### config.mk
export PLATFORM = sky130hd
export DESIGN_NAME = ram_rr_arbiter
export DESIGN_NICKNAME = d
export VERILOG_FILES = /design/src/rtl/ram_rr_arbiter.sv
export SDC_FILE = /design/constraint.sdc
export NUM_CORES = 1
export LEC_CHECK = 0
export BUFFER_PORTS_ARGS = -buffer_cell sky130_fd_sc_hd__buf_2
export CORE_MARGIN = 2
export CORE_UTILIZATION = 30
export CTS_CLUSTER_DIAMETER = 150
export DETAILED_ROUTE_END_ITERATION = 16
export PLACE_DENSITY = 0.65
export REMOVE_ABC_BUFFERS = 1
export SETUP_SLACK_MARGIN = 0.05
export SYNTH_ARGS = -nofsm -noshare
export SYNTH_HDL_FRONTEND = slang
export SYNTH_SLANG_ARGS = --single-unit
### constraint.sdc
create_clock -name CLK -period 2.55 [get_ports CLK]
set_input_delay 0.6375 -clock CLK [delete_from_list [all_inputs] [get_ports CLK]]
set_output_delay 0.6375 -clock CLK [all_outputs]
set_load 0.02 [all_outputs]
### src/rtl/ram_rr_arbiter.sv
// Two-requester round-robin arbiter serialising accesses onto one single-port synchronous RAM.
// Define RAM_RR_ARBITER_STATS_EN to add saturating per-requester grant counters GCNT_A/GCNT_B.
module ram_rr_arbiter #(
    parameter int unsigned ADDR_W   = 12,
    parameter int unsigned DATA_W   = 16,
    parameter int unsigned RAM_SIZE = 3072
) (
    input  logic              CLK,
    input  logic              RST_N,
    input  logic              REQ_A,
    input  logic              REQ_B,
    input  logic              WE_A,
    input  logic              WE_B,
    input  logic [ADDR_W-1:0] ADDR_A,
    input  logic [ADDR_W-1:0] ADDR_B,
    input  logic [DATA_W-1:0] WDATA_A,
    input  logic [DATA_W-1:0] WDATA_B,
    output logic              GNT_A,
    output logic              GNT_B,
    output logic              RVALID_A,
    output logic              RVALID_B,
    output logic [DATA_W-1:0] RDATA_A,
    output logic [DATA_W-1:0] RDATA_B,
    output logic              ERR_A,
    output logic              ERR_B,
    output logic              RAM_RDEN,
    output logic              RAM_WREN,
    output logic [ADDR_W-1:0] RAM_ADDR,
    output logic [DATA_W-1:0] RAM_IN_DATA,
`ifdef RAM_RR_ARBITER_STATS_EN
    output logic [15:0]       GCNT_A,
    output logic [15:0]       GCNT_B,
`endif
    input  logic [DATA_W-1:0] RAM_OUT_DATA
);

    logic              last_b_q;
    logic              rvalid_a_q;
    logic              rvalid_b_q;
    logic              err_a_q;
    logic              err_b_q;
    logic              rd_oor_q;
    logic [ADDR_W-1:0] addr_hold_q;
    logic [DATA_W-1:0] wdata_hold_q;

    logic              gnt_a;
    logic              gnt_b;
    logic              gnt_any;
    logic              sel_we;
    logic              sel_in_range;
    logic              ram_en;
    logic [ADDR_W-1:0] sel_addr;
    logic [DATA_W-1:0] sel_wdata;

    // Grants are masked by reset so nothing can transfer while RST_N is low.
    always_comb begin
        gnt_a = 1'b0;
        gnt_b = 1'b0;
        if (RST_N) begin
            if (REQ_A && REQ_B) begin
                gnt_a = last_b_q;
                gnt_b = ~last_b_q;
            end else begin
                gnt_a = REQ_A;
                gnt_b = REQ_B;
            end
        end
    end

    assign gnt_any      = gnt_a | gnt_b;
    assign sel_we       = gnt_b ? WE_B    : WE_A;
    assign sel_addr     = gnt_b ? ADDR_B  : ADDR_A;
    assign sel_wdata    = gnt_b ? WDATA_B : WDATA_A;
    assign sel_in_range = 32'(sel_addr) < RAM_SIZE;
    assign ram_en       = gnt_any & sel_in_range;

    assign GNT_A       = gnt_a;
    assign GNT_B       = gnt_b;
    assign RAM_WREN    = ram_en & sel_we;
    assign RAM_RDEN    = ram_en & ~sel_we;
    assign RAM_ADDR    = ram_en ? sel_addr  : addr_hold_q;
    assign RAM_IN_DATA = ram_en ? sel_wdata : wdata_hold_q;

    always_ff @(posedge CLK or negedge RST_N) begin
        if (!RST_N) begin
            last_b_q     <= 1'b1;
            rvalid_a_q   <= 1'b0;
            rvalid_b_q   <= 1'b0;
            err_a_q      <= 1'b0;
            err_b_q      <= 1'b0;
            rd_oor_q     <= 1'b0;
            addr_hold_q  <= '0;
            wdata_hold_q <= '0;
        end else begin
            rvalid_a_q <= gnt_a & ~sel_we;
            rvalid_b_q <= gnt_b & ~sel_we;
            err_a_q    <= gnt_a & ~sel_in_range;
            err_b_q    <= gnt_b & ~sel_in_range;
            rd_oor_q   <= ~sel_in_range;
            if (gnt_any) begin
                last_b_q <= gnt_b;
            end
            if (ram_en) begin
                addr_hold_q  <= sel_addr;
                wdata_hold_q <= sel_wdata;
            end
        end
    end

    // Out-of-range reads return zero instead of whatever the RAM last produced.
    assign RVALID_A = rvalid_a_q;
    assign RVALID_B = rvalid_b_q;
    assign RDATA_A  = (rvalid_a_q && !rd_oor_q) ? RAM_OUT_DATA : '0;
    assign RDATA_B  = (rvalid_b_q && !rd_oor_q) ? RAM_OUT_DATA : '0;
    assign ERR_A    = err_a_q;
    assign ERR_B    = err_b_q;

`ifdef RAM_RR_ARBITER_STATS_EN
    logic [15:0] gcnt_a_q;
    logic [15:0] gcnt_b_q;

    always_ff @(posedge CLK or negedge RST_N) begin
        if (!RST_N) begin
            gcnt_a_q <= '0;
            gcnt_b_q <= '0;
        end else begin
            if (gnt_a && (gcnt_a_q != 16'hFFFF)) begin
                gcnt_a_q <= gcnt_a_q + 16'd1;
            end
            if (gnt_b && (gcnt_b_q != 16'hFFFF)) begin
                gcnt_b_q <= gcnt_b_q + 16'd1;
            end
        end
    end

    assign GCNT_A = gcnt_a_q;
    assign GCNT_B = gcnt_b_q;
`endif

endmodule

==> flow_summary_export.csv, run 1 <==
group,metric,value,unit
outcome,status,"finished with violations",
outcome,violations,"negative setup slack",
yosys,synth_area,0.001951,mm²
global_route,grt_max_degree,27,
final_layout,final_nets,399,
cts,cts_tree,"yes",
sta,worst_slew_pin_slew,0.7421,ns
final_layout,fillers,563,
cts,clock_latency,0.29,ns
sta,rsz0062_at_grt,"true",
cts,hold_buffers,0,
global_route,grt_overflow,0,
floorplan,die_area,0.007163,mm²
global_route,grt.total_usage,15.66,%
placed_design,dpl_cell_area,0.002850,mm²
cts,cts_buffers,5,
yosys,seq_area_frac_synth,43.68,%
route,drc,0,
setup_path,path_class,"in -> out",
sta,fin_ws,-0.1409,ns
yosys,synth_area_per_cell,12.75,µm²
route,dr_total_vias,1812,
placed_design,placed_cells,381,
route,drt_wl_total,5808,µm
setup_path,cp-end-kind,"output port",
final_layout,drive_gt1_share,72.05,%
setup_path,cpPeakStageDelay,0.31,ns
sta,fin_skew,0.008648,ns
final_layout,instances_no_fill,399,
placed_design,pre_cts_ws,-0.1126,ns
setup_path,slowest_stage,"mux2_4",
final_layout,n_antenna_cell,0,
global_route,antenna_found_initial,0,
yosys,synth_seq_cells,34,
setup_path,crit_required,1.91,ns
setup_path,worstPathCellList,"buf_2 > nor2b_2 > a32oi_4 > nand2_4 > clkbuf_16 > mux2_4 > buf_6",
sta,final.setup.tns,-2.954,ns
setup_path,startpoint_type,"input port",
worst_hold_path,hold_path.class,"in -> async",
route,first_iter_violations,34,
setup_path,worstPathArrival,2.05,ns
cts,cts.clk_slew.worst_paths,0.07,ns
placed_design,dp_hpwl,4177,µm
pwr,power_density,660.1,mW/mm²
global_route,grt_pass1_wl,8763,µm
sta,maxSlewViolCount,0,
route,ant_nets,0,
global_route,grt_pass1_vias,1774,
flow_run,max-cap-violations,0,
floorplan,row_count,29,
placed_design,place.gp.congestion,0.7203,
route,viasPerCell,4.541,
sta,fmax,0.3716,GHz
cts,cts_root_buf,"clkbuf_8",
final_layout,regArea,852.1,µm²
floorplan,die_h,84.64,µm
floorplan,die_w,84.64,µm
sta,setup_viol,27,
route,wl_per_cell,14.56,µm
final_layout,multiInputGateArea,0.001105,mm²
setup_path,cp_max_fo,8,
pwr,vdd_drop_max,375.3,µV
sta,holdWs,0.3650,ns
pwr,leakage,0.001779,µW
final_layout,area_growth,69.79,%
yosys,synthCells,153,
yosys,synth_top_area_cell,"dfrtp_1",
final_layout,design_area,0.003312,mm²
cts,clkSinkCount,34,
floorplan,io_pins,146,
sta,fin_crit,2.691,ns
sta,hold_viol,0,
sta,fin_crit_sh,105.5,%
yosys,synth_area_leaders,"dfrtp_1 (42%), mux2_4 (15%), mux2_2 (14%)",
yosys,ys_types,24,
sta,slew_headroom,50.42,%
yosys,synth_top_area_share,42.33,%
floorplan,initial_core_util,30.90,%
placed_design,port_buffers,145,
yosys,yosys_warnings,0,
route,drt-pass1-iter-count,4,
floorplan,core_area,0.006314,mm²
cts,cts_buffer_depth,2,
cts,h-tree-depth,2,
## power breakdown
group | total (µW) | switching (µW) | internal [µW] | leakage [µW]
logic | 998 | 456 | 542 | 0.00132
clock network | 486 | 199 | 288 | 0.0000579
registers | 702 | 37.6 | 664 | 0.000406
## state kept, by name, indices dropped and copies added, names as in the netlist
signal,flops
ERR_B,1
last_b_q,1
RVALID_B,1
addr_hold_q,12
ERR_A,1
wdata_hold_q,16
RVALID_A,1
rd_oor_q,1
## metrics by stage
step	util [%]	total power [µW]
after floorplan	-	1192
after global placement	45.14	1470
after detailed placement	45.14	1478
after CTS	49.74	2085
after global routing	52.46	2306
final	52.46	2186
## cells in the mapped netlist
cell type,number
nor2b_1,6
nand2_1,1
inv_1,3
mux2i_1,1
and4_1,1
and3_1,1
and2_1,35
mux2_4,19
buf_2,3
a21oi_1,2
clkbuf_1,2
mux2_1,8
nand2_2,1
nand2b_1,1
a21boi_2,1
a31oi_1,1
buf_6,2
mux2_2,25
a32oi_2,2
nor2_1,1
a31o_2,1
dfstp_2,1
dfrtp_1,33
a21boi_0,2
## layout by cell type (no fill, tap or decap), drive strengths merged, types with 3 or more instances in the layout
| cell type | instances |
|---|---|
| buf | 167 |
| inv | 3 |
| a21boi | 3 |
| nor2b | 6 |
| clkbuf | 6 |
| and2 | 35 |
| dfrtp | 33 |
| mux2 | 52 |
## logic make-up after synthesis
family	after synthesis	share of synthesized area [%]
compound gates	9	4.298
mux	53	34.19
simple gates	47	14.95
buf+inv	10	2.886
flops	34	43.68
## routing by layer
metal / share of wire, % / wire (µm) / track usage, %
met5: 0 / 0 / 0
met4: 0.38 / 22 / 3.896
met3: 8.3 / 483 / 4.326
met2: 54 / 3109 / 29.35
met1: 38 / 2193 / 17.38
## worst max-delay path, delay by kind of cell
kind,cells,cell delay [ns]
AO/OA/AOI/OAI,1,0.26
buffers and inverters,3,0.49
multiplexers,1,0.31
AND/OR/NAND/NOR,2,0.33
## path summary, 6_finish.rpt
check	cells past startpoint	from	slack, ns	endpoint
setup / recovery	7	RST_N	-0.14	RAM_ADDR[1]
hold / removal	2	RST_N	0.37	addr_hold_q[11]
setup reg to reg	7	last_b_q	0.69	wdata_hold_q[12]
hold reg to reg	1	addr_hold_q[6]	0.50	addr_hold_q[6]
max in group asynchronous	2	RST_N	1.80	wdata_hold_q[1]
min in group CLK	1	addr_hold_q[6]	0.50	addr_hold_q[6]
## cell type report
class,count,area share [%]
timing repair buffer,168,34.38
multi-input combinational,109,33.36
sequential,34,25.73
tap,77,2.909
clock buffer,5,2.078
clock inverter,3,1.209
inverter,3,0.3400
## repair_timing
action	in CTS	in global routing
buffers inserted	4	3
pin swaps	0	3
setup endpoints to repair	28	30
resized for setup	28	38
gates cloned	2	1
(Power assumes the default switching activity.)
==> inputs of run 2 (changes only) <==
--- a/config.mk
+++ b/config.mk
@@ -7,11 +7,10 @@
 export LEC_CHECK = 0
 export BUFFER_PORTS_ARGS = -buffer_cell sky130_fd_sc_hd__buf_2
 export CORE_MARGIN = 2
-export CORE_UTILIZATION = 30
+export CORE_UTILIZATION = 40
 export CTS_CLUSTER_DIAMETER = 150
 export DETAILED_ROUTE_END_ITERATION = 16
-export PLACE_DENSITY = 0.65
-export REMOVE_ABC_BUFFERS = 1
+export PLACE_DENSITY = 0.82
 export SETUP_SLACK_MARGIN = 0.05
 export SYNTH_ARGS = -nofsm -noshare
 export SYNTH_HDL_FRONTEND = slang
==> run 2 against run 1 <==
  * The run still ends with negative setup slack left
  * Cell count fell by 3.0%
  * Critical path depth did not move
  * Largest cell class is now multi-input gates
  * Highest routed layer unchanged
  * Sequential cell count did not move
  * Worst hold slack improved by 0.040 ns
  * Critical endpoint is now RAM_IN_DATA[4]
  * Non-clock buffer count fell by 1
  * Sequential share of layout area rose by 0.33 points
  * Design area fell by 1.3%
==> flow_summary_export.csv, run 2 (synthesized netlist as in run 1, its figures left out) <==
group,metric,value,unit
outcome,violations,"negative setup slack",
cts,clkSinkCount,34,
placed_design,dpl_cell_area,0.002853,mm²
final_layout,layout.cells.most_common_list,"buf_2 (123), and2_1 (35), dfrtp_1 (33)",
floorplan,initial_core_util,41.30,%
floorplan,die_w,73.83,µm
final_layout,largest_reg_flops,16,
flow_run,max-cap-violations,0,
sta,fin_crit,2.667,ns
route,dr_total_vias,1838,
sta,slew_headroom,50.56,%
sta,fin_crit_sh,104.6,%
sta,hold_viol,0,
global_route,grt_pass1_vias,1758,
yosys,syn_nets,231,
cts,clock_latency,0.29,ns
setup_path,cp_max_fo,9,
route,drt-pass1-iter-count,4,
cts,cts_buffers,5,
global_route,antenna_found_initial,0,
setup_path,startpoint_type,"input port",
route,ant_nets,0,
cts,cts_buffer_depth,2,
floorplan,die_area,0.005451,mm²
setup_path,worstPathCellList,"buf_2 > nor2b_2 > a32oi_4 > nand2_4 > clkbuf_16 > mux2_4 > buf_6",
setup_path,worstPathArrival,2.03,ns
route,first_iter_violations,29,
final_layout,final_common_cell,"buf_2",
setup_path,path_depth,7,
final_layout,area_growth,67.61,%
placed_design,pre_cts_ws,-0.1419,ns
worst_hold_path,hold_path.class,"in -> async",
final_layout,max_flop_register,"wdata_hold_q",
final_layout,top_regs,"wdata_hold_q x16, addr_hold_q x12",
setup_path,crit_buf_inv,3,
final_layout,n_antenna_cell,0,
outcome,status,"finished with violations",
setup_path,cp-end-kind,"output port",
setup_path,critPathTopFamily,"buffers and inverters",
pwr,vdd_drop_max,599.8,µV
setup_path,cpPeakStageDelay,0.31,ns
pwr,leakage,0.001769,µW
setup_path,reg2regPathDepth,7,
cts,cts.clk_slew.worst_paths,0.07,ns
sta,maxSlewViolCount,0,
final_layout,drive_gt1_share,72.50,%
cts,cts_tree,"yes",
placed_design,port_buffers,145,
sta,rsz0062_at_grt,"true",
global_route,grt_overflow,0,
sta,fin_skew,0.001685,ns
floorplan,row_count,25,
setup_path,crit_required,1.91,ns
pwr,power_density,665.4,mW/mm²
route,drc,0,
route,viasPerCell,4.749,
global_route,grt_max_degree,27,
global_route,grt_pass1_wl,7976,µm
floorplan,core_area,0.004723,mm²
route,drt_wl_total,5828,µm
global_route,grt.total_usage,19.45,%
sta,fmax,0.3749,GHz
final_layout,design_area,0.003269,mm²
setup_path,slowest_stage,"mux2_4",
sta,final.setup.tns,-2.641,ns
cts,h-tree-depth,2,
final_layout,post-route-util,69.22,%
sta,worst_slew_pin_slew,0.7400,ns
route,wl_per_cell,15.06,µm
sta,setup_viol,27,
floorplan,die_h,73.83,µm
cts,cts_root_buf,"clkbuf_8",
placed_design,place.gp.congestion,0.7323,
placed_design,dp_hpwl,4187,µm
setup_path,path_class,"in -> out",
sta,holdWs,0.4051,ns
sta,fin_ws,-0.1171,ns
final_layout,final_nets,398,
floorplan,io_pins,146,
setup_path,rrSetupSlack,0.72,ns
## run 2: per-stage QoR
step | std cells | power [µW]
after floorplan | 153 | 1202
after global placement | 373 | 1465
after detailed placement | 373 | 1480
after CTS | 383 | 2113
after global routing | 387 | 2277
final | 387 | 2176
## run 2: path summary, 6_finish.rpt
| check | endpoint | startpoint |
|---|---|---|
| max reg2reg | addr_hold_q[0] | last_b_q |
| min reg2reg | wdata_hold_q[11] | wdata_hold_q[11] |
| min in group CLK | wdata_hold_q[11] | wdata_hold_q[11] |
| min | addr_hold_q[11] | RST_N |
| max in group asynchronous | wdata_hold_q[2] | RST_N |
| max | RAM_IN_DATA[4] | RST_N |
## run 2: timing repair
action,in CTS,in global routing
gates cloned,0,3
endpoints found under the setup margin,26,30
resized for setup,42,19
buffers inserted,3,1
endpoints found under the hold margin,0,0
pin swaps,0,4
hold buffers,0,0
## run 2: final cells by class
cell class	count	area (µm²)
Sequential cell	34	852.1
Clock inverter	1	30.03
Fill cell	337	1454
Clock buffer	6	82.58
Multi-Input combinational cell	109	1114
Tap cell	67	83.83
Timing Repair Buffer	167	1096
Inverter	3	11.26
## run 2: layer usage
metal	GRT usage, %	wire length (µm)
met2	36.51	3019
met5	0	0
met4	5.455	115
met3	6.584	540
met1	20.35	2152
## run 2: report_power, final
part / internal, µW / leakage, µW / switching [µW] / total [µW]
Sequential: 665 / 0.000406 / 42.5 / 707
Combinational: 512 / 0.00131 / 450 / 962
Clock: 313 / 0.0000573 / 194 / 507
Total: 1490 / 0.00177 / 686 / 2180
